File: config.mk
export PLATFORM = sky130hd
export DESIGN_NAME = shift_sequencer
export DESIGN_NICKNAME = d
export VERILOG_FILES = /design/src/rtl/shift_sequencer.sv
export SDC_FILE = /design/constraint.sdc
export NUM_CORES = 1
export LEC_CHECK = 0
export ABC_AREA = 1
export ABC_CLOCK_PERIOD_IN_PS = 7660
export CAP_MARGIN = 5
export CORE_AREA = 2 2 116 118
export DETAILED_ROUTE_END_ITERATION = 8
export DIE_AREA = 0 0 118 120
export DONT_BUFFER_PORTS = 1
export GPL_TIMING_DRIVEN = 1
export PLACE_DENSITY_LB_ADDON = 0.08
export SYNTH_ARGS = -nofsm -noshare
export SYNTH_HDL_FRONTEND = slang
export SYNTH_SLANG_ARGS = --single-unit
File: constraint.sdc
create_clock -name clock -period 7.66 [get_ports clock]
set_input_delay 1.149 -clock clock [delete_from_list [all_inputs] [get_ports clock]]
set_output_delay 1.149 -clock clock [all_outputs]
set_load 0.05 [all_outputs]
File: src/rtl/shift_sequencer.sv
// rtl/shift_sequencer.sv - multi-cycle 32-bit shifter, one power-of-two stage per clock
// Optional rotate-right for op=11 is enabled by defining SHIFT_SEQ_ROR_EN.
module shift_sequencer #(
  parameter int MAX_STEP = 16
) (
  input  logic        clock,
  input  logic        reset_n,
  input  logic        in_valid,
  output logic        in_ready,
  input  logic [31:0] data_in,
  input  logic [4:0]  shamt,
  input  logic [1:0]  op,
  output logic        out_valid,
  input  logic        out_ready,
  output logic [31:0] data_out,
  output logic        busy
);

  typedef enum logic [1:0] {IDLE, SHIFT, DONE} state_t;

  state_t      state, state_nxt;
  logic [31:0] work, shifted, data_out_q;
  logic [4:0]  remaining, step, rem_nxt;
  logic [1:0]  op_q;
  logic        skip;

  // Largest power of two not exceeding min(remaining, MAX_STEP).
  always_comb begin
    step = 5'd0;
    if (MAX_STEP >= 16 && remaining >= 5'd16)     step = 5'd16;
    else if (MAX_STEP >= 8 && remaining >= 5'd8)  step = 5'd8;
    else if (MAX_STEP >= 4 && remaining >= 5'd4)  step = 5'd4;
    else if (MAX_STEP >= 2 && remaining >= 5'd2)  step = 5'd2;
    else if (remaining >= 5'd1)                   step = 5'd1;
  end

  assign rem_nxt = remaining - step;

  always_comb begin
    shifted = work;
    case (op_q)
      2'b00: shifted = work << step;
      2'b01: shifted = work >> step;
      2'b10: shifted = 32'($signed(work) >>> step);
      default: begin
`ifdef SHIFT_SEQ_ROR_EN
        shifted = (work >> step) | (work << (6'd32 - {1'b0, step}));
`else
        shifted = work;
`endif
      end
    endcase
  end

`ifdef SHIFT_SEQ_ROR_EN
  assign skip = (shamt == 5'd0);
`else
  // Without rotate support op=11 passes the operand through untouched.
  assign skip = (shamt == 5'd0) || (op == 2'b11);
`endif

  always_ff @(posedge clock or negedge reset_n) begin
    if (!reset_n) state <= IDLE;
    else          state <= state_nxt;
  end

  always_comb begin
    state_nxt = state;
    in_ready  = 1'b0;
    out_valid = 1'b0;
    busy      = 1'b1;
    case (state)
      IDLE: begin
        in_ready = 1'b1;
        busy     = 1'b0;
        if (in_valid) state_nxt = skip ? DONE : SHIFT;
      end
      SHIFT: begin
        if (rem_nxt == 5'd0) state_nxt = DONE;
      end
      DONE: begin
        out_valid = 1'b1;
        if (out_ready) state_nxt = IDLE;
      end
      default: state_nxt = IDLE;
    endcase
  end

  always_ff @(posedge clock or negedge reset_n) begin
    if (!reset_n) begin
      work       <= 32'd0;
      remaining  <= 5'd0;
      op_q       <= 2'b00;
      data_out_q <= 32'd0;
    end else begin
      case (state)
        IDLE: begin
          if (in_valid) begin
            work      <= data_in;
            remaining <= shamt;
            op_q      <= op;
            if (skip) data_out_q <= data_in;
          end
        end
        SHIFT: begin
          work      <= shifted;
          remaining <= rem_nxt;
          if (rem_nxt == 5'd0) data_out_q <= shifted;
        end
        default: ;
      endcase
    end
  end

  assign data_out = data_out_q;

endmodule
==> impl_metrics.json, run 1 <==
{
  "grt_overflow": 0,
  "syn2layout_area_growth_pct": 4.21,
  "first_pass_iters": 6,
  "die_h_um": 120,
  "final_common_cell": "nand2_1",
  "cts_buffer_depth": 2,
  "ys_ff_latch": 73,
  "finalCriticalPeriod_ns": 4.52,
  "critPathLaunchType": "register",
  "final_cell_mix": "518 x nand2_1, 180 x nand3_1, 81 x inv_1, 73 x dfrtp_1, 58 x a21oi_1",
  "dominantRegCellSynth": "dfrtp_1",
  "netlist_area_sq_mm": 0.00692,
  "fmax_mhz": 221,
  "grt_pass1_wl_um": 41300,
  "diodes": 0,
  "cts.sinks": 73,
  "routabilityCongestion": 1.07,
  "die_area_sq_mm": 0.0142,
  "cts-root-buf": "clkbuf_16",
  "fp-row-count": 42,
  "stdcell_count": 1318,
  "rsz0062_at_grt": "no",
  "coreArea_sq_mm": 0.0130,
  "setup_violations": 0,
  "synth_cells": 1179,
  "worst-setup-path-type": "reg2reg",
  "final_hold_viol_count": 0,
  "status": "finished clean",
  "crit_arrival_ns": 4.75,
  "fin_setup_tns_ns": 0,
  "antenna_found_initial": 0,
  "synth_edf_count": 0,
  "skew_ns": 0.00924,
  "synth_top_cell_area_share_pct": 28.1,
  "wl_per_cell_um": 20.0,
  "holdCritPathClass": "reg2reg",
  "synth_warnings": 0,
  "ant_nets": 0,
  "crit_path_end_kind": "register",
  "dpl.cell_count": 1302,
  "grt_max_degree": 74,
  "drt-initial-drc-count": 1299,
  "slew_viol_final": 0,
  "layout-drive-gt1-share_pct": 5.87,
  "nNetsFinal": 1185,
  "fin_crit_sh_pct": 59.0,
  "slew_headroom_pct": 30.5,
  "required_ns": 7.90,
  "avgSynthCellArea_sq_um": 5.87,
  "max-cap-violations": 0,
  "synth_area_leaders": "nand2_1 28%, dfrtp_1 26%, nand3_1 13%",
  "via_count": 8092,
  "dp_hpwl_um": 19000,
  "io_buffer_count": 0,
  "h-tree-depth": 3,
  "clock_latency_ns": 0.35,
  "tightest_slew_ns": 1.04,
  "seq_area_frac_synth_pct": 26.4,
  "final_area_sq_mm": 0.00721,
  "synth.net_count": 1227,
  "yosys.area.top_type": "nand2_1",
  "cts_tree": "built",
  "post_cts_buffers": 0,
  "ctsHoldBuffers": 0,
  "final_util_pct": 55.5,
  "numCtsBuffers": 9,
  "io_pins": 78,
  "crit_fanout": 58,
  "grt.total_usage_pct": 37.6,
  "drc": 0,
  "ys_types": 44,
  "place_area_sq_mm": 0.00689,
  "viasPerCell": 6.14,
  "cts_resized": 0,
  "fp.dieW_um": 118,
  "grt_pass1_vias": 7502,
  "cts.reportedPaths.clkPinSlew_ns": 0.06,
  "async_flop_share_pct": 100,
  "start_util_pct": 53.3,
  "routed_wirelength_um": 26300
}
layout make-up:
| type | count | area (sq um) |
|---|---|---|
| fillers | 1402 | 5770 |
| well taps | 176 | 220 |
| clock buffers | 10 | 229 |
| flip-flops and latches | 73 | 1830 |
| inverters | 89 | 338 |
| repair buffers | 14 | 105 |
| multi-input cells | 950 | 4400 |
| clock inverters | 6 | 91.3 |
critical path: stages (launching register included):
cell and delay [ns]:
dfrtp_1 0.58, nor2_8 0.17, buf_4 0.56, nand2_4 0.20
inv_4 0.18, nand2_4 0.37, fa_1 0.60, xnor2_1 0.20
nand3_1 0.09, o31ai_1 0.29, o21ai_0 0.21, nor3_4 0.17
inv_1 0.46, nand2_1 0.20, nand2_1 0.07
metrics by stage:
stage               hold WS, ns  setup WS (ns)
floorplan                 0.449           4.51
global placement          0.461           3.36
detailed placement        0.465           3.21
CTS                       0.481           3.20
global route              0.482           2.77
finish                    0.477           3.14
logic make-up after synthesis:
group / after synthesis / share of synthesized area, %
AOI/OAI and AO/OA: 141 / 11.2
xor gates and xnor gates: 2 / 0.253
adders and majority gates: 5 / 1.01
buffers and inverters: 156 / 10.1
DFF: 73 / 26.4
and+or+nand+nor: 802 / 51.0
cells in the mapped netlist, types with 8 or more instances:
master    count
inv_1        81
o211ai_1     12
nand3_2      13
clkbuf_1     26
o21ai_0      30
nand2_1     518
a21oi_1      58
nand3_1     180
dfrtp_1      73
buf_2        23
buf_6         8
nor2_1       29
nand4_1      37
o21ai_1      27
routing by layer:
layer / vias up / GRT usage, % / wire [um] / share of wire (%)
met2: 517 / 54.3 / 11100 / 42
met1: 3703 / 54.7 / 11400 / 43
li1: 3794 / - / - / -
met3: 78 / 7.13 / 2790 / 11
met4: 0 / 15.8 / 989 / 3.8
met5: - / 0 / 0 / 0
sequential cells by signal (all words and copies together), names as in the netlist:
register	flops
work	32
state	2
op_q	2
data_out	32
remaining	5
path summary, 6_finish.rpt:
kind	start	end	slack, ns	cells past startpoint
min in group asynchronous	reset_n	data_out[2]$_DFFE_PN0P_	0.49	0
max reg2reg	remaining[3]$_DFFE_PN0P_	data_out[5]$_DFFE_PN0P_	3.14	14
min reg2reg	work[11]$_DFFE_PN0P_	work[11]$_DFFE_PN0P_	0.48	2
max in group asynchronous	reset_n	work[21]$_DFFE_PN0P_	7.04	0
max	remaining[3]$_DFFE_PN0P_	data_out[5]$_DFFE_PN0P_	3.14	14
min	work[11]$_DFFE_PN0P_	work[11]$_DFFE_PN0P_	0.48	2
Power of run 1 is left out: the tool's default activity adds up to more than one toggle a clock period on the data nets, which glitch-free logic cannot reach.
==> inputs of run 2 (changes only) <==
- ABC_CLOCK_PERIOD_IN_PS: 7660 -> 3800
- clock period: 7.66 -> 3.8 ns (I/O delays scaled with it)
==> run 2 against run 1 <==
Net effect: clock skew hardly changed; design area up 1.3%; hold slack lost 0.37 ns; clock-buffer cell count down 1; first-iteration DRC count fell by 16%; critical path depth shrank 1; register-to-register slack got worse by 2.7 ns; sequential share of layout area is 0.32 points lower; sequential cell count stayed put; wire length fell by 1.6%.
==> impl_metrics.json, run 2 (synthesis results as in run 1) <==
{
  "status": "finished clean",
  "regToRegSetupSlack_ns": 0.42,
  "numCtsBuffers": 9,
  "crit_path_cell_trace": "nor2_8 > nand2_4 > inv_4 > nand2_4 > fa_1 > xnor2_1 > nand3_1 > o31ai_1 > o21ai_0 > nor3_4 > buf_4 > nand3_1 > nand2_1",
  "final_hold_viol_count": 0,
  "r2r_end": "data_out[4]$_DFFE_PN0P_",
  "wl_met3_um": 2620,
  "antenna_found_initial": 0,
  "grt_max_degree": 74,
  "grt.total_usage_pct": 37.7,
  "hold_ws_ns": 0.108,
  "first_pass_iters": 8,
  "nNetsFinal": 1197,
  "via_count": 8063,
  "critPathLaunchType": "register",
  "skew_ns": 0.00899,
  "routed_wirelength_um": 25900,
  "viasPerCell": 6.06,
  "io_buffer_count": 0,
  "crit_arrival_ns": 3.67,
  "setup_violations": 0,
  "cts.reportedPaths.clkPinSlew_ns": 0.06,
  "cts.sinks": 73,
  "crit_path_end_kind": "register",
  "fp.dieW_um": 118,
  "h-tree-depth": 3,
  "fp-row-count": 42,
  "fmax_mhz": 296,
  "die_area_sq_mm": 0.0142,
  "layout-drive-gt1-share_pct": 6.93,
  "clock_latency_ns": 0.35,
  "holdCritPathClass": "in2async",
  "drt-initial-drc-count": 1097,
  "grt_pass1_vias": 7469,
  "routabilityCongestion": 1.04,
  "grt_overflow": 0,
  "cts_buffer_depth": 2,
  "coreArea_sq_mm": 0.0130,
  "required_ns": 4.09,
  "slew_headroom_pct": 40.9,
  "cts-root-buf": "clkbuf_16",
  "post_cts_buffers": 0,
  "die_h_um": 120,
  "worst-setup-path-type": "reg2reg",
  "max-cap-violations": 0,
  "crit_family": "simple AND/OR/NAND/NOR gates",
  "ant_nets": 0,
  "io_pins": 78,
  "final_cell_mix": "518 x nand2_1, 180 x nand3_1, 81 x inv_1, 73 x dfrtp_1, 58 x a21oi_1",
  "drc": 0,
  "dp_hpwl_um": 18700,
  "cts_tree": "built",
  "rsz0062_at_grt": "no",
  "wl_per_cell_um": 19.5,
  "nFillCells": 1417,
  "grt_pass1_wl_um": 41500,
  "crit_fanout": 32,
  "met1_length_um": 11200,
  "start_util_pct": 53.3,
  "critPathBufInv": 2,
  "fin_crit_sh_pct": 89.0,
  "tightest_slew_ns": 0.884,
  "wl_met2_um": 11100,
  "cp_slowest_stage_delay_ns": 0.56,
  "diodes": 0,
  "slew_viol_final": 0,
  "final_common_cell": "nand2_1",
  "cts_resized": 0,
  "worstReg2RegStart": "remaining[3]$_DFFE_PN0P_",
  "maxUsedRoutingLayer": "met4",
  "finalCriticalPeriod_ns": 3.38,
  "worstRegToRegCells": 13,
  "fin_setup_tns_ns": 0,
  "slowest_stage": "dfrtp_1",
  "ctsHoldBuffers": 1,
  "syn2layout_area_growth_pct": 5.54
}
run 2: area by class of cell:
type	instances	area [sq um]	area share (%)
multi-input combinational	950	4400	60.3
sequential	73	1830	25.0
inverter	89	338	4.63
clock buffer	9	225	3.09
tap	176	220	3.02
timing repair buffer	26	215	2.95
clock inverter	7	76.3	1.05
run 2: how the worst max path moves through the flow:
stage | start | end | slack, ns | depth (start not counted)
floorplan | remaining[3]$_DFFE_PN0P_ | data_out[10]$_DFFE_PN0P_ | 0.65 | 18
global placement | remaining[3]$_DFFE_PN0P_ | data_out[4]$_DFFE_PN0P_ | 0.62 | 13
detailed placement | remaining[3]$_DFFE_PN0P_ | data_out[4]$_DFFE_PN0P_ | 0.46 | 13
CTS | remaining[3]$_DFFE_PN0P_ | data_out[4]$_DFFE_PN0P_ | 0.46 | 13
global route | remaining[3]$_DFFE_PN0P_ | data_out[15]$_DFFE_PN0P_ | 0.11 | 13
finish | remaining[3]$_DFFE_PN0P_ | data_out[4]$_DFFE_PN0P_ | 0.42 | 13
run 2: per-stage QoR:
stage / worst slack, ns / std cells / utilization [%] / area, sq um
5_1_grt: 0.107 / 1330 / 56.2 / 7300
2_1_floorplan: 0.654 / 1179 / - / 6920
6_report: 0.418 / 1330 / 56.2 / 7300
3_5_place_dp: 0.461 / 1313 / 53.7 / 6970
4_1_cts: 0.463 / 1330 / 56.2 / 7300
3_3_place_gp: 0.621 / 1313 / 53.7 / 6970
run 2: per-layer routing:
metal	up-vias	global-route usage, %
li1	3828	-
met1	3721	54.5
met2	439	54.8
met3	75	8.03
met4	0	14.5
met5	-	0
Power of run 2 is left out for the same reason.
==> inputs of run 3 (changes only) <==
- SETUP_SLACK_MARGIN: not set -> 0.3
==> run 3 against run 2 <==
Net effect: non-clock buffer count is the same; maximum frequency grew 6.5%; setup slack gained 0.21 ns; global-route usage unchanged; clock skew about the same; first-iteration DRC count decreased by 1.5%; sequential share of layout area about the same; utilization rose by 0.077 points.
==> impl_metrics.json, run 3 (synthesis results as in run 1) <==
{
  "final_cell_mix": "518 x nand2_1, 180 x nand3_1, 81 x inv_1, 72 x dfrtp_1, 58 x a21oi_1",
  "fp.dieW_um": 118,
  "start_util_pct": 53.3,
  "grt_overflow": 0,
  "routabilityCongestion": 1.04,
  "max-cap-violations": 0,
  "worst-setup-path-type": "reg2reg",
  "cts.reportedPaths.clkPinSlew_ns": 0.07,
  "routed_wirelength_um": 25800,
  "clock_latency_ns": 0.35,
  "viasPerCell": 6.07,
  "skew_ns": 0.00936,
  "cts.sinks": 73,
  "crit_arrival_ns": 3.41,
  "fin_setup_tns_ns": 0,
  "rsz0062_at_grt": "no",
  "setup_violations": 0,
  "nNetsFinal": 1197,
  "io_pins": 78,
  "critPathBufInv": 3,
  "cp_slowest_stage_delay_ns": 0.51,
  "finalCriticalPeriod_ns": 3.17,
  "fp-row-count": 42,
  "final_common_cell": "nand2_1",
  "slew_viol_final": 0,
  "numCtsBuffers": 9,
  "tightest_slew_ns": 0.884,
  "h-tree-depth": 3,
  "diodes": 0,
  "crit_path_end_kind": "register",
  "slowest_stage": "dfrtp_2",
  "via_count": 8079,
  "crit_path_cell_trace": "nor2_8 > nand2_4 > inv_4 > nand2_4 > fa_1 > xnor2_1 > nand3_1 > o31ai_2 > o21ai_0 > nor3_4 > inv_1 > buf_4 > nand2_1 > nand2_1",
  "coreArea_sq_mm": 0.0130,
  "ant_nets": 0,
  "drt-initial-drc-count": 1081,
  "layout-drive-gt1-share_pct": 7.11,
  "drc": 0,
  "grt_pass1_vias": 7469,
  "dp_hpwl_um": 18700,
  "die_h_um": 120,
  "holdCritPathClass": "in2async",
  "final_util_pct": 56.3,
  "status": "finished clean",
  "cts-root-buf": "clkbuf_16",
  "critPathLaunchType": "register",
  "fin_crit_sh_pct": 83.6,
  "die_area_sq_mm": 0.0142,
  "crit_family": "simple AND/OR/NAND/NOR gates",
  "grt_max_degree": 74,
  "syn2layout_area_growth_pct": 5.68,
  "cts_tree": "built",
  "wl_per_cell_um": 19.4,
  "fmax_mhz": 315,
  "slew_headroom_pct": 40.9,
  "grt.total_usage_pct": 37.7,
  "final.setup.worst_slack_ns": 0.625,
  "first_pass_iters": 6,
  "io_buffer_count": 0,
  "final_hold_viol_count": 0,
  "cts_buffer_depth": 2,
  "pre_cts_slack_ns": 0.461,
  "required_ns": 4.04,
  "antenna_found_initial": 0,
  "crit_fanout": 33,
  "grt_pass1_wl_um": 41500
}
## run 3: cell counts in the layout (fill, tap and decap cells not counted)
No cell type changed its count.
## run 3: per-layer routing
metal | wire length [um] | GRT usage, %
met2 | 11000 | 54.8
met4 | 1000 | 14.5
met3 | 2620 | 8.03
met5 | 0 | 0
met1 | 11200 | 54.5
## run 3: per-stage QoR
step                      hold slack (ns)  instance area (sq um)  std cells
after floorplan                     0.274                   6920       1179
after global placement              0.276                   6970       1313
after detailed placement            0.275                   6970       1313
after CTS                           0.121                   7300       1330
after global routing                0.130                   7310       1330
final                               0.108                   7310       1330
## run 3: layout make-up
| class | instances | area (sq um) |
|---|---|---|
| clock buffer | 9 | 225 |
| sequential | 73 | 1830 |
| multi-input combinational | 950 | 4400 |
| fill | 1416 | 5670 |
| timing repair buffer | 26 | 219 |
| inverter | 89 | 338 |
| clock inverter | 7 | 76.3 |
| tap | 176 | 220 |
## run 3: path summary, 6_finish.rpt
path / startpoint / endpoint / slack, ns / cells after the start
worst min-delay path: reset_n / data_out[0]$_DFFE_PN0P_ / 0.11 / 1
worst min register to register: work[12]$_DFFE_PN0P_ / work[12]$_DFFE_PN0P_ / 0.48 / 2
max in group asynchronous: reset_n / work[22]$_DFFE_PN0P_ / 3.38 / 1
worst max register to register: remaining[3]$_DFFE_PN0P_ / data_out[22]$_DFFE_PN0P_ / 0.63 / 14
worst max-delay path: remaining[3]$_DFFE_PN0P_ / data_out[22]$_DFFE_PN0P_ / 0.63 / 14
min in group clock: out_ready / state[1]$_DFFE_PN0P_ / 0.30 / 1
## run 3: timing repair
| item | CTS | global route |
|---|---|---|
| setup endpoints to repair | 0 | 33 |
| buffers inserted | 0 | 0 |
| gates resized for setup | 0 | 3 |
| hold buffers | 1 | 0 |
| hold endpoints to repair | 73 | 0 |
Power of run 3 is left out for the same reason.
